<file path="src/rtl/uart_pkg.sv">
// uart_pkg: shared UART constants and feeder state encoding
package uart_pkg;
  localparam int UART_DW = 8;
  typedef enum logic {IDLE, WAIT} feeder_state_t;
endpackage

</file>
<file path="src/rtl/uart_sync_fifo.sv">
// uart_sync_fifo: synchronous FIFO with occupancy count and overflow pulse
// Ports: clk, rst (async, active-high); wr_en/wr_data push, rd_en pop,
// rd_data head entry; full, empty, count occupancy; overflow one-cycle drop pulse.
module uart_sync_fifo #(
  parameter int DEPTH = 8,
  parameter int DW    = 8
) (
  input  logic                     clk,
  input  logic                     rst,
  input  logic                     wr_en,
  input  logic [DW-1:0]            wr_data,
  input  logic                     rd_en,
  output logic [DW-1:0]            rd_data,
  output logic                     full,
  output logic                     empty,
  output logic [$clog2(DEPTH):0]   count,
  output logic                     overflow
);
  localparam int AW = $clog2(DEPTH);
  logic [DW-1:0] mem_q [DEPTH];
  logic [AW-1:0] wr_ptr_q, rd_ptr_q;
  logic [AW:0]   count_q;
  logic          ovf_q;
  logic          push, pop;
  // Write acceptance uses the registered full, independent of a same-cycle pop.
  assign push     = wr_en && !full;
  assign pop      = rd_en && !empty;
  assign full     = count_q == (AW+1)'(DEPTH);
  assign empty    = count_q == '0;
  assign count    = count_q;
  assign overflow = ovf_q;
  assign rd_data  = mem_q[rd_ptr_q];
  always_ff @(posedge clk or posedge rst)
    if (rst) begin
      wr_ptr_q <= '0;
      rd_ptr_q <= '0;
      count_q  <= '0;
      ovf_q    <= 1'b0;
    end else begin
      wr_ptr_q <= push ? wr_ptr_q + 1'b1 : wr_ptr_q;
      rd_ptr_q <= pop ? rd_ptr_q + 1'b1 : rd_ptr_q;
      count_q  <= count_q + (AW+1)'(push) - (AW+1)'(pop);
      ovf_q    <= wr_en && full;
    end
  always_ff @(posedge clk)
    if (push) mem_q[wr_ptr_q] <= wr_data;
endmodule

</file>
<file path="src/rtl/uart_tx_feeder.sv">
// uart_tx_feeder: queues bytes and launches them one at a time into the UART serializer
// Ports: clk, rst (async, active-high); wr_en/wr_data byte push; full, empty,
// count, overflow FIFO status; tx_busy/tx_done from serializer;
// start_trig one-cycle launch pulse with registered tx_data.
module uart_tx_feeder
  import uart_pkg::*;
#(
  parameter int DEPTH = 8,
  parameter int DW    = UART_DW
) (
  input  logic                   clk,
  input  logic                   rst,
  input  logic                   wr_en,
  input  logic [DW-1:0]          wr_data,
  output logic                   full,
  output logic                   empty,
  output logic [$clog2(DEPTH):0] count,
  output logic                   overflow,
  input  logic                   tx_busy,
  input  logic                   tx_done,
  output logic                   start_trig,
  output logic [DW-1:0]          tx_data
);
  feeder_state_t state_q;
  logic          start_q;
  logic [DW-1:0] data_q;
  logic [DW-1:0] head;
  logic          launch;
  // tx_busy in IDLE means the serializer is still finishing its last frame.
  assign launch     = state_q == IDLE && !empty && !tx_busy;
  assign start_trig = start_q;
  assign tx_data    = data_q;
  uart_sync_fifo #(.DEPTH(DEPTH), .DW(DW)) u_fifo (
    .clk      (clk),
    .rst      (rst),
    .wr_en    (wr_en),
    .wr_data  (wr_data),
    .rd_en    (launch),
    .rd_data  (head),
    .full     (full),
    .empty    (empty),
    .count    (count),
    .overflow (overflow)
  );
  always_ff @(posedge clk or posedge rst)
    if (rst) begin
      state_q <= IDLE;
      start_q <= 1'b0;
      data_q  <= '0;
    end else if (state_q == IDLE) begin
      start_q <= launch;
      data_q  <= launch ? head : data_q;
      state_q <= launch ? WAIT : IDLE;
    end else begin
      start_q <= 1'b0;
      state_q <= tx_done ? IDLE : WAIT;
    end
endmodule

</file>
<file path="config.mk">
export PLATFORM = sky130hd
export DESIGN_NAME = uart_tx_feeder
export DESIGN_NICKNAME = d
export VERILOG_FILES = /design/src/rtl/uart_pkg.sv /design/src/rtl/uart_sync_fifo.sv /design/src/rtl/uart_tx_feeder.sv
export SDC_FILE = /design/constraint.sdc
export NUM_CORES = 1
export LEC_CHECK = 0
export BUFFER_PORTS_ARGS = -buffer_cell sky130_fd_sc_hd__buf_2
export CAP_MARGIN = 20
export CORE_MARGIN = 3
export CORE_UTILIZATION = 40
export CTS_CLUSTER_DIAMETER = 80
export CTS_CLUSTER_SIZE = 40
export DETAILED_ROUTE_END_ITERATION = 12
export GPL_ROUTABILITY_DRIVEN = 0
export SYNTH_ARGS = -nofsm -noshare
export SYNTH_HDL_FRONTEND = slang
export SYNTH_SLANG_ARGS = --single-unit
</file>
<file path="constraint.sdc">
create_clock -name clk -period 2.1 [get_ports clk]
set_input_delay 0.42 -clock clk [delete_from_list [all_inputs] [get_ports clk]]
set_output_delay 0.42 -clock clk [all_outputs]
set_load 0.1 [all_outputs]
</file>
### Yosys cells after proc, flatten, opt, wreduce, memory -nomap -nowiden

Memory sizes are Yosys's and may differ from the RTL's. A register that Yosys moved wholly into a read port is not among the register bits.
Cells that the tools add are included.

| word-level totals | value |
|---|---|
| flip-flop bits (word level) | 13 |
| latch bits | 0 |
| RAM bits | 64 |
| bits in read-only memories | 0 |
| input bits | 13 |
| output and inout port bits | 16 |
| word-level logic and storage cells | 29 |
| memories kept | 1 |

| cells by class | value |
|---|---|
| add/subtract/negate cells | 4 |
| multiply operators | 0 |
| divide/modulo/power cells | 0 |
| $lt $le $gt $ge | 0 |
| equal/unequal tests | 1 |
| shifts and indexed selects | 0 |
| muxes and demuxes | 6 |
| bitwise logic cells | 1 |
| reduce and logical (&&, ||, !) cells | 10 |

Memory list:

| name | words | width | read ports | clocked after memory_dff | write ports | RTL line | RTL |
|---|---|---|---|---|---|---|---|
| u_fifo.mem_q | 8 | 8 | 1 | 1 | 1 | uart_sync_fifo.sv:20 | `logic [DW-1:0] mem_q [DEPTH];` |

Operators by type and width:

| kind | number |
|---|---|
| adder 3 x 1 -> 3 bit (second input constant) | 2 |
| 2-to-1 mux 1 bit | 6 |
| logical AND 1 bit | 5 |
| adder 4 x 1 -> 4 bit | 1 |
| == test 4 bit (second input constant) | 1 |
| logical NOT 4 bit | 1 |
| subtractor 4 x 1 -> 4 bit | 1 |
| logical NOT 1 bit | 3 |
| AND reduction 2 bit | 1 |
| NOT 1 bit | 1 |

### Depth between registers and ports, before layout

Gate-level depths: netlist of run 1.

| logic depth | value |
|---|---|
| word-level depth | 6 |
| depth in mapped cells | 12 |
| mapped depth without buffers | 11 |

### Hierarchy

From an unflattened synthesis of run 1, not the netlist that was laid out.

| second synthesis, totals | value |
|---|---|
| cell total of the unflattened synthesis | 177 |
| area total of the unflattened synthesis | 3,480.8 um2 |

By module, submodules not included:

| module | times used | cells each | area an instance (um2) | seq. area each (um2) |
|---|---|---|---|---|
| uart_sync_fifo | 1 | 154 | 3,103.0 | 2,197.1 |
| uart_tx_feeder | 1 | 23 | 377.9 | 250.2 |

### Least setup slack after synthesis of run 1

No wires, ideal clock.

| timing path | value |
|---|---|
| path kind | register to register |
| from | reg u_fifo.count_q[2], in the netlist u_fifo.count[2] |
| to | reg u_fifo.count_q[1], in the netlist u_fifo.count[1] |
| setup time | 0.114 ns |
| arrival | 2.901 ns |
| data required time | 1.986 ns |
| path slack | -0.915 ns |
| stages on the path, launching flop included | 13 |
| buffers on the path | 1 |
| clock period less this slack | 3.015 ns |
| cells stage by stage | dfrtp_1 > inv_1 > ha_1 > nor3b_1 > or2_4 > buf_6 > inv_1 > ha_1 > inv_1 > ha_1 > inv_1 > fa_1 > inv_1 |

| on the way | value |
|---|---|
| cells in the longest elaborated chain, start to end | 6 |
| elaborated cells between the ends (all ways) | 10 |
| classes of those cells | 2 x add/sub; 1 x eq/ne; 7 x reduce/logical |

RTL lines:

| item | RTL line | RTL |
|---|---|---|
| start: declaration | uart_sync_fifo.sv:22 | `logic [AW:0] count_q;` |
| start signal: assignment | uart_sync_fifo.sv:42 | `count_q <= count_q + (AW+1)'(push) - (AW+1)'(pop);` |
| logical NOT 4 bit (*) | uart_sync_fifo.sv:29 | `assign empty = count_q == '0;` |
| logical NOT 1 bit (*) | uart_sync_fifo.sv:27, uart_tx_feeder.sv:30 |  |
| logical AND 1 bit (2 in series) | uart_tx_feeder.sv:30 | `assign launch = state_q == IDLE && !empty && !tx_busy;` |
| logical AND 1 bit (*) | uart_sync_fifo.sv:27 | `assign pop = rd_en && !empty;` |
| net u_fifo.pop | uart_sync_fifo.sv:24 | `logic push, pop;` |
| subtractor 4 x 1 -> 4 bit (*) | uart_sync_fifo.sv:42 |  |

Mark *: on every way through the listed nets, which the timed path passes. The rest lies on a longest branch.
A chain may end at the register's enable or synchronous reset.

### Worst setup path after layout of run 1

| timing path | value |
|---|---|
| from | reg u_fifo.count_q[2], in the netlist u_fifo.count[2] |
| to | out full |

| on the way | value |
|---|---|
| cells in the longest elaborated chain, start to end | 1 |

RTL lines:

| item | RTL line | RTL |
|---|---|---|
| == test 4 bit | uart_sync_fifo.sv:28 | `assign full = count_q == (AW+1)'(DEPTH);` |
| end: declaration | uart_tx_feeder.sv:15 | `output logic full,` |

No other way between the ends.

==> flow_metrics.tcl, run 1 <==
set metrics [dict create \
    ir_drop_mv 0.6969 \
    grt_max_degree 35 \
    die_w_um 99.61 \
    violations "negative setup slack" \
    cp.arrival_ps 1820 \
    synth_ff_type "edfxtp_1" \
    cts_tree "done" \
    p_sw_mw 2.937 \
    postSynth.asyncResetShare 0.2471 \
    layout-drive-gt1-share 0.4275 \
    initial_core_util 0.4181 \
    r2r_cells 12 \
    synth-seq-area-share 0.6983 \
    status "finished with violations" \
    min_period_ps 2244 \
    routed_wl_mm 6.922 \
    critPathLaunch "u_fifo.count[2]" \
    finClkSkew_ps 6.678 \
    drc 0 \
    startpoint_type "register" \
    rsz0062_at_grt "true" \
    dr.pass1.iters 4 \
    finalNetCount 286 \
    drv_cap 0 \
    insertion_delay_ps 350 \
    endpoint_kind "primary output" \
    syn_inst 217 \
    static-leakage-power_nw 1.605 \
    p_per_area_mw_per_mm2 1599 \
    power.internal_mw 3.882 \
    synth_top_area_frac 0.5484 \
    cts_root_buffer "clkbuf_8" \
    drt_iter0_markers 97 \
    post-route-period-util 1.068 \
    post-route-util 0.5087 \
    clockBufferDepth 2 \
    grt_usage 0.1544 \
    die_height_um 99.61 \
    hp-class "in2async" \
    synth_area_sq_mm 0.003505 \
    ys_top_cells_by_area "edfxtp_1 (55%), dfrtp_1 (15%), mux2_2 (5.8%)" \
    tns_ps -294.4 \
    cp_data_required_time_ps 1680 \
    hpwl_mm 4.315 \
    p_comb_frac 0.472 \
    grt_first_pass_wirelength_mm 11.10 \
    worstMarginPinSlew_ps 494.2 \
    r2r-end "u_fifo.count[1]" \
    final_max_slew_viol_count 0 \
    htreeDepth 3 \
    num_io_pins 29 \
    synthesis.nets 239 \
    yosysTopAreaCell "edfxtp_1" \
    relSlewSlack 0.6728 \
    final-hold-violation-count 0 \
    reg2reg_slack_ps -110 \
    p_sw_frac 0.4307 \
    path_class "reg2out" \
    yosys_warnings 0 \
    area_growth_pct 21.67 \
    fin_ws_ps -143.7 \
    antenna_found_initial 0 \
    synth.distinct_cells 33 \
    clockPowerShare 0.169 \
    core-area_sq_mm 0.008382 \
    vias_per_cell 5.123 \
    r2r_start "u_fifo.count[2]" \
    synth-edff-count 64 \
    fmax_ghz 0.4457 \
    pwr-share-seq 0.360 \
    avgSynthCellArea_sq_um 16.15 \
    wire_per_inst_um 18.51 \
    ant_nets 0 \
    io_buffers 28 \
    hold_buffers 0 \
    cp_max_fo 3 \
    numCtsBuffers 9 \
    rows 33 \
    synth_most_common_cell "edfxtp_1" \
    path_clk_slew_ps 80 \
    vias 1916 \
    grt.overflow.total 0 \
    finalSetupViolCount 3 \
    ys_ff_latch 85 \
    first_global_vias 1966 \
    die-area_sq_mm 0.009921 \
    cts_sinks 85 \
    antenna_cells 0 \
    netlist_top_cells_count "edfxtp_1 (64), dfrtp_1 (21), mux2_2 (18)" \
]
-- stage by stage --
step	setup WS [ps]	cell area [sq um]	std cells	power, mW	hold WS, ps
final	-143.7	4264	374	6.820	51.34
after global placement	-126.3	3905	352	5.472	441.6
after global routing	-211.7	4264	374	7.238	80.08
after CTS	-173.3	4197	371	6.798	61.29
after floorplan	-380.5	3575	217	4.816	396.4
after detailed placement	-145.4	3905	352	5.506	446.5
-- worst max-delay path: stages (launching register included) --
cell	delay [ps]
dfrtp_4	490
inv_4	80
ha_4	120
or3b_4	390
buf_6	140
clkinvlp_4	70
buf_12	170
-- flip-flops by register name (all words and copies together), names as in the netlist --
signal,cells
u_fifo.mem_q,64
tx_data,8
u_fifo.count,4
u_fifo.rd_ptr_q,3
u_fifo.wr_ptr_q,3
start_trig,1
state_q,1
u_fifo.overflow,1
-- layer usage --
metal | wire (um) | share of wire | GRT usage | vias up
met3 | 298 | 0.043 | 0.04558 | 8
met4 | 71 | 0.010 | 0.03782 | 0
met1 | 3060 | 0.44 | 0.2009 | 960
met2 | 3491 | 0.50 | 0.2552 | 42
li1 | - | - | - | 906
met5 | 0 | 0 | 0 | -
-- what timing repair did --
item                                   CTS  global route
pin swaps                                4             8
buffers inserted                         3             4
resized for setup                       16            11
endpoints found under the hold margin    0             0
setup endpoints to repair               61            69
gates cloned                             0             0
-- cell families after synthesis --
kind of cell / synth area share
and+or+nand+nor: 0.03856
buffers and inverters: 0.03249
AOI/OAI and AO/OA: 0.07783
adders and majority gates: 0.03427
xor gates and xnor gates: 0.01499
DFF: 0.6983
muxes: 0.1035
-- cell usage in the layout, fill, tap and decap left out, types with 4 or more instances in the layout --
cell,netlist,routed
o31ai_2,7,7
o22ai_1,8,8
nor2_4,0,6
inv_2,0,4
buf_4,3,14
a22o_1,8,8
mux2_2,18,18
inv_1,14,6
dfrtp_1,21,17
ha_4,0,5
xnor2_1,4,4
buf_2,1,26
o21ai_0,9,9
edfxtp_1,64,64
clkbuf_8,0,10
mux2i_1,16,16
-- power by group through the flow --
stage                     logic (mW)  registers, mW  clock network (mW)
after floorplan                 1.48           3.34                   0
after global placement          3.02           2.46                   0
after detailed placement        3.04           2.46                   0
after CTS                       3.16           2.45                1.19
after global routing            3.46           2.51                1.27
final                           3.22           2.45                1.15
-- area by class of cell --
| type | instances | area [sq um] |
|---|---|---|
| inverters | 14 | 63.81 |
| well taps | 105 | 131.4 |
| repair buffers | 45 | 317.8 |
| clock buffers | 11 | 141.4 |
| fillers | 714 | 4118 |
| flip-flops and latches | 85 | 2457 |
| multi-input cells | 109 | 1094 |
| clock inverters | 5 | 58.81 |
-- how the worst max path moves through the flow --
stage / to / slack, ps / cells past startpoint
final: full / -140 / 6
after global routing: full / -210 / 6
after CTS: full / -170 / 6
after detailed placement: u_fifo.count[1] / -150 / 10
after global placement: u_fifo.count[1] / -130 / 10
after floorplan: u_fifo.count[1] / -380 / 12
Note: power is estimated with default switching activity, not from simulation.
==> inputs of run 2 (changes only) <==
==> constraint.sdc (replaced) <==
create_clock -name clk -period 2.1 [get_ports clk]
set_input_delay 0.315 -clock clk [delete_from_list [all_inputs] [get_ports clk]]
set_output_delay 0.315 -clock clk [all_outputs]
set_load 0.1 [all_outputs]
==> flow_metrics.tcl, run 2 (synthesis gave the netlist of run 1 again) <==
set metrics [dict create \
    status "finished with violations" \
    rows 33 \
    first_global_vias 2010 \
    io_buffers 28 \
    grt.busiest_layer "met2" \
    endpoint_kind "primary output" \
    layout.cells.non_filler 374 \
    fin_ws_ps -151.7 \
    top_register "u_fifo.mem_q" \
    drc 0 \
    numCtsBuffers 9 \
    cp_max_fo 4 \
    path_class "reg2out" \
    grt_usage 0.1496 \
    post-route-period-util 1.072 \
    crit_family "buffers and inverters" \
    vias_per_cell 5.128 \
    min_period_ps 2252 \
    antenna_cells 0 \
    layout-drive-gt1-share 0.4312 \
    path_buf_inv 5 \
    largest_reg_flops 64 \
    dpl.cell_count 352 \
    grt.overflow.total 0 \
    met3_usage 0.04278 \
    fin_area_sq_mm 0.004268 \
    post_dp_cell_area_sq_mm 0.003905 \
    cts_root_buffer "clkbuf_8" \
    antenna_found_initial 0 \
    wire_per_inst_um 18.56 \
    grtUsageMet2 0.2546 \
    hpwl_mm 4.320 \
    fmax_ghz 0.4441 \
    drt_iter0_markers 203 \
    final_max_slew_viol_count 0 \
    final-hold-violation-count 0 \
    final_cell_mix "edfxtp_1 (64), buf_2 (26), mux2_2 (18)" \
    core-area_sq_mm 0.008382 \
    use_met1 0.1890 \
    path_common_cell "buf_6" \
    tns_ps -345.1 \
    crit_chain "inv_4, ha_4, or3b_4, buf_6, buf_6, clkinvlp_4, buf_12" \
    ir_drop_mv 0.8403 \
    static-leakage-power_nw 1.604 \
    hp-class "in2reg" \
    final_common_cell "edfxtp_1" \
    cpMaxStageDelayCell "dfrtp_4" \
    die-area_sq_mm 0.009921 \
    violations "negative setup slack" \
    worstMarginPinSlew_ps 596.6 \
    grt_first_pass_wirelength_mm 10.85 \
    ant_nets 0 \
    dr.pass1.iters 4 \
    finClkSkew_ps 12.79 \
    finalNetCount 286 \
    finalSetupViolCount 4 \
    startpoint_type "register" \
    initial_core_util 0.4181 \
    rsz0062_at_grt "true" \
    num_io_pins 29 \
    vias 1918 \
    die_w_um 99.61 \
    area_growth_pct 21.78 \
    path_clk_slew_ps 90 \
    clockBufferDepth 2 \
    max_stage_delay_ps 490 \
    die_height_um 99.61 \
    cts_tree "done" \
    htreeDepth 3 \
    finalPower_mw 6.846 \
    fin_hold_ws_ps 137.9 \
    insertion_delay_ps 350 \
    reg2reg_slack_ps -120 \
    relSlewSlack 0.6010 \
    cp_data_required_time_ps 1780 \
    routed_wl_mm 6.943 \
    cp.arrival_ps 1940 \
    cts_sinks 85 \
    p_per_area_mw_per_mm2 1604 \
    drv_cap 0 \
    grt_max_degree 35 \
]
## run 2: final timing paths
path                                  from              end  cells after the start
max in group asynchronous              rst       tx_data[5]                      4
min in group asynchronous              rst          state_q                      3
max                        u_fifo.count[2]             full                      7
min                                tx_done          state_q                      2
min reg2reg                     tx_data[3]       tx_data[3]                      2
max reg2reg                u_fifo.count[2]  u_fifo.count[1]                     12
## run 2: worst reg2reg max path, stage by stage (launching register included)
cell and delay [ps]:
dfrtp_4 490, inv_4 70, buf_6 100, ha_4 110, nor3b_4 200, or2_4 170, inv_4 30, ha_4 210
inv_4 50, ha_4 120, inv_2 30, fa_2 510, inv_1 30
## run 2: timing repair
action / CTS / global route
buffers inserted: 2 / 3
pin swaps: 7 / 4
resized for setup: 7 / 19
setup endpoints to repair: 68 / 69
hold buffers: 1 / 0
endpoints found under the hold margin: 10 / 0
## run 2: metal layers
layer  part of all wire  vias up  wire, um
li1                   -      901         -
met1               0.45      975      3114
met2               0.50       36      3446
met3              0.045        6       312
met4             0.0099        0        69
met5                  0        -         0
## run 2: final cells by class
class                      count  area, sq um
multi-input combinational    109         1081
clock buffer                   9        123.9
fill                         732         4114
clock inverter                 7        82.58
inverter                      14        63.81
timing repair buffer          45        327.8
tap                          105        131.4
sequential                    85         2457
## run 2: through the flow
step,setup slack (ps),util
after detailed placement,-128.6,0.4659
after global placement,-125.8,0.4659
after floorplan,-380.5,-
final,-151.7,0.5092
after global routing,-219.5,0.5092
after CTS,-161.3,0.4980
## run 2: where the power goes
part	switching, mW	internal [mW]
clock	0.606	0.568
combinational	2.14	1.08
sequential	0.230	2.22
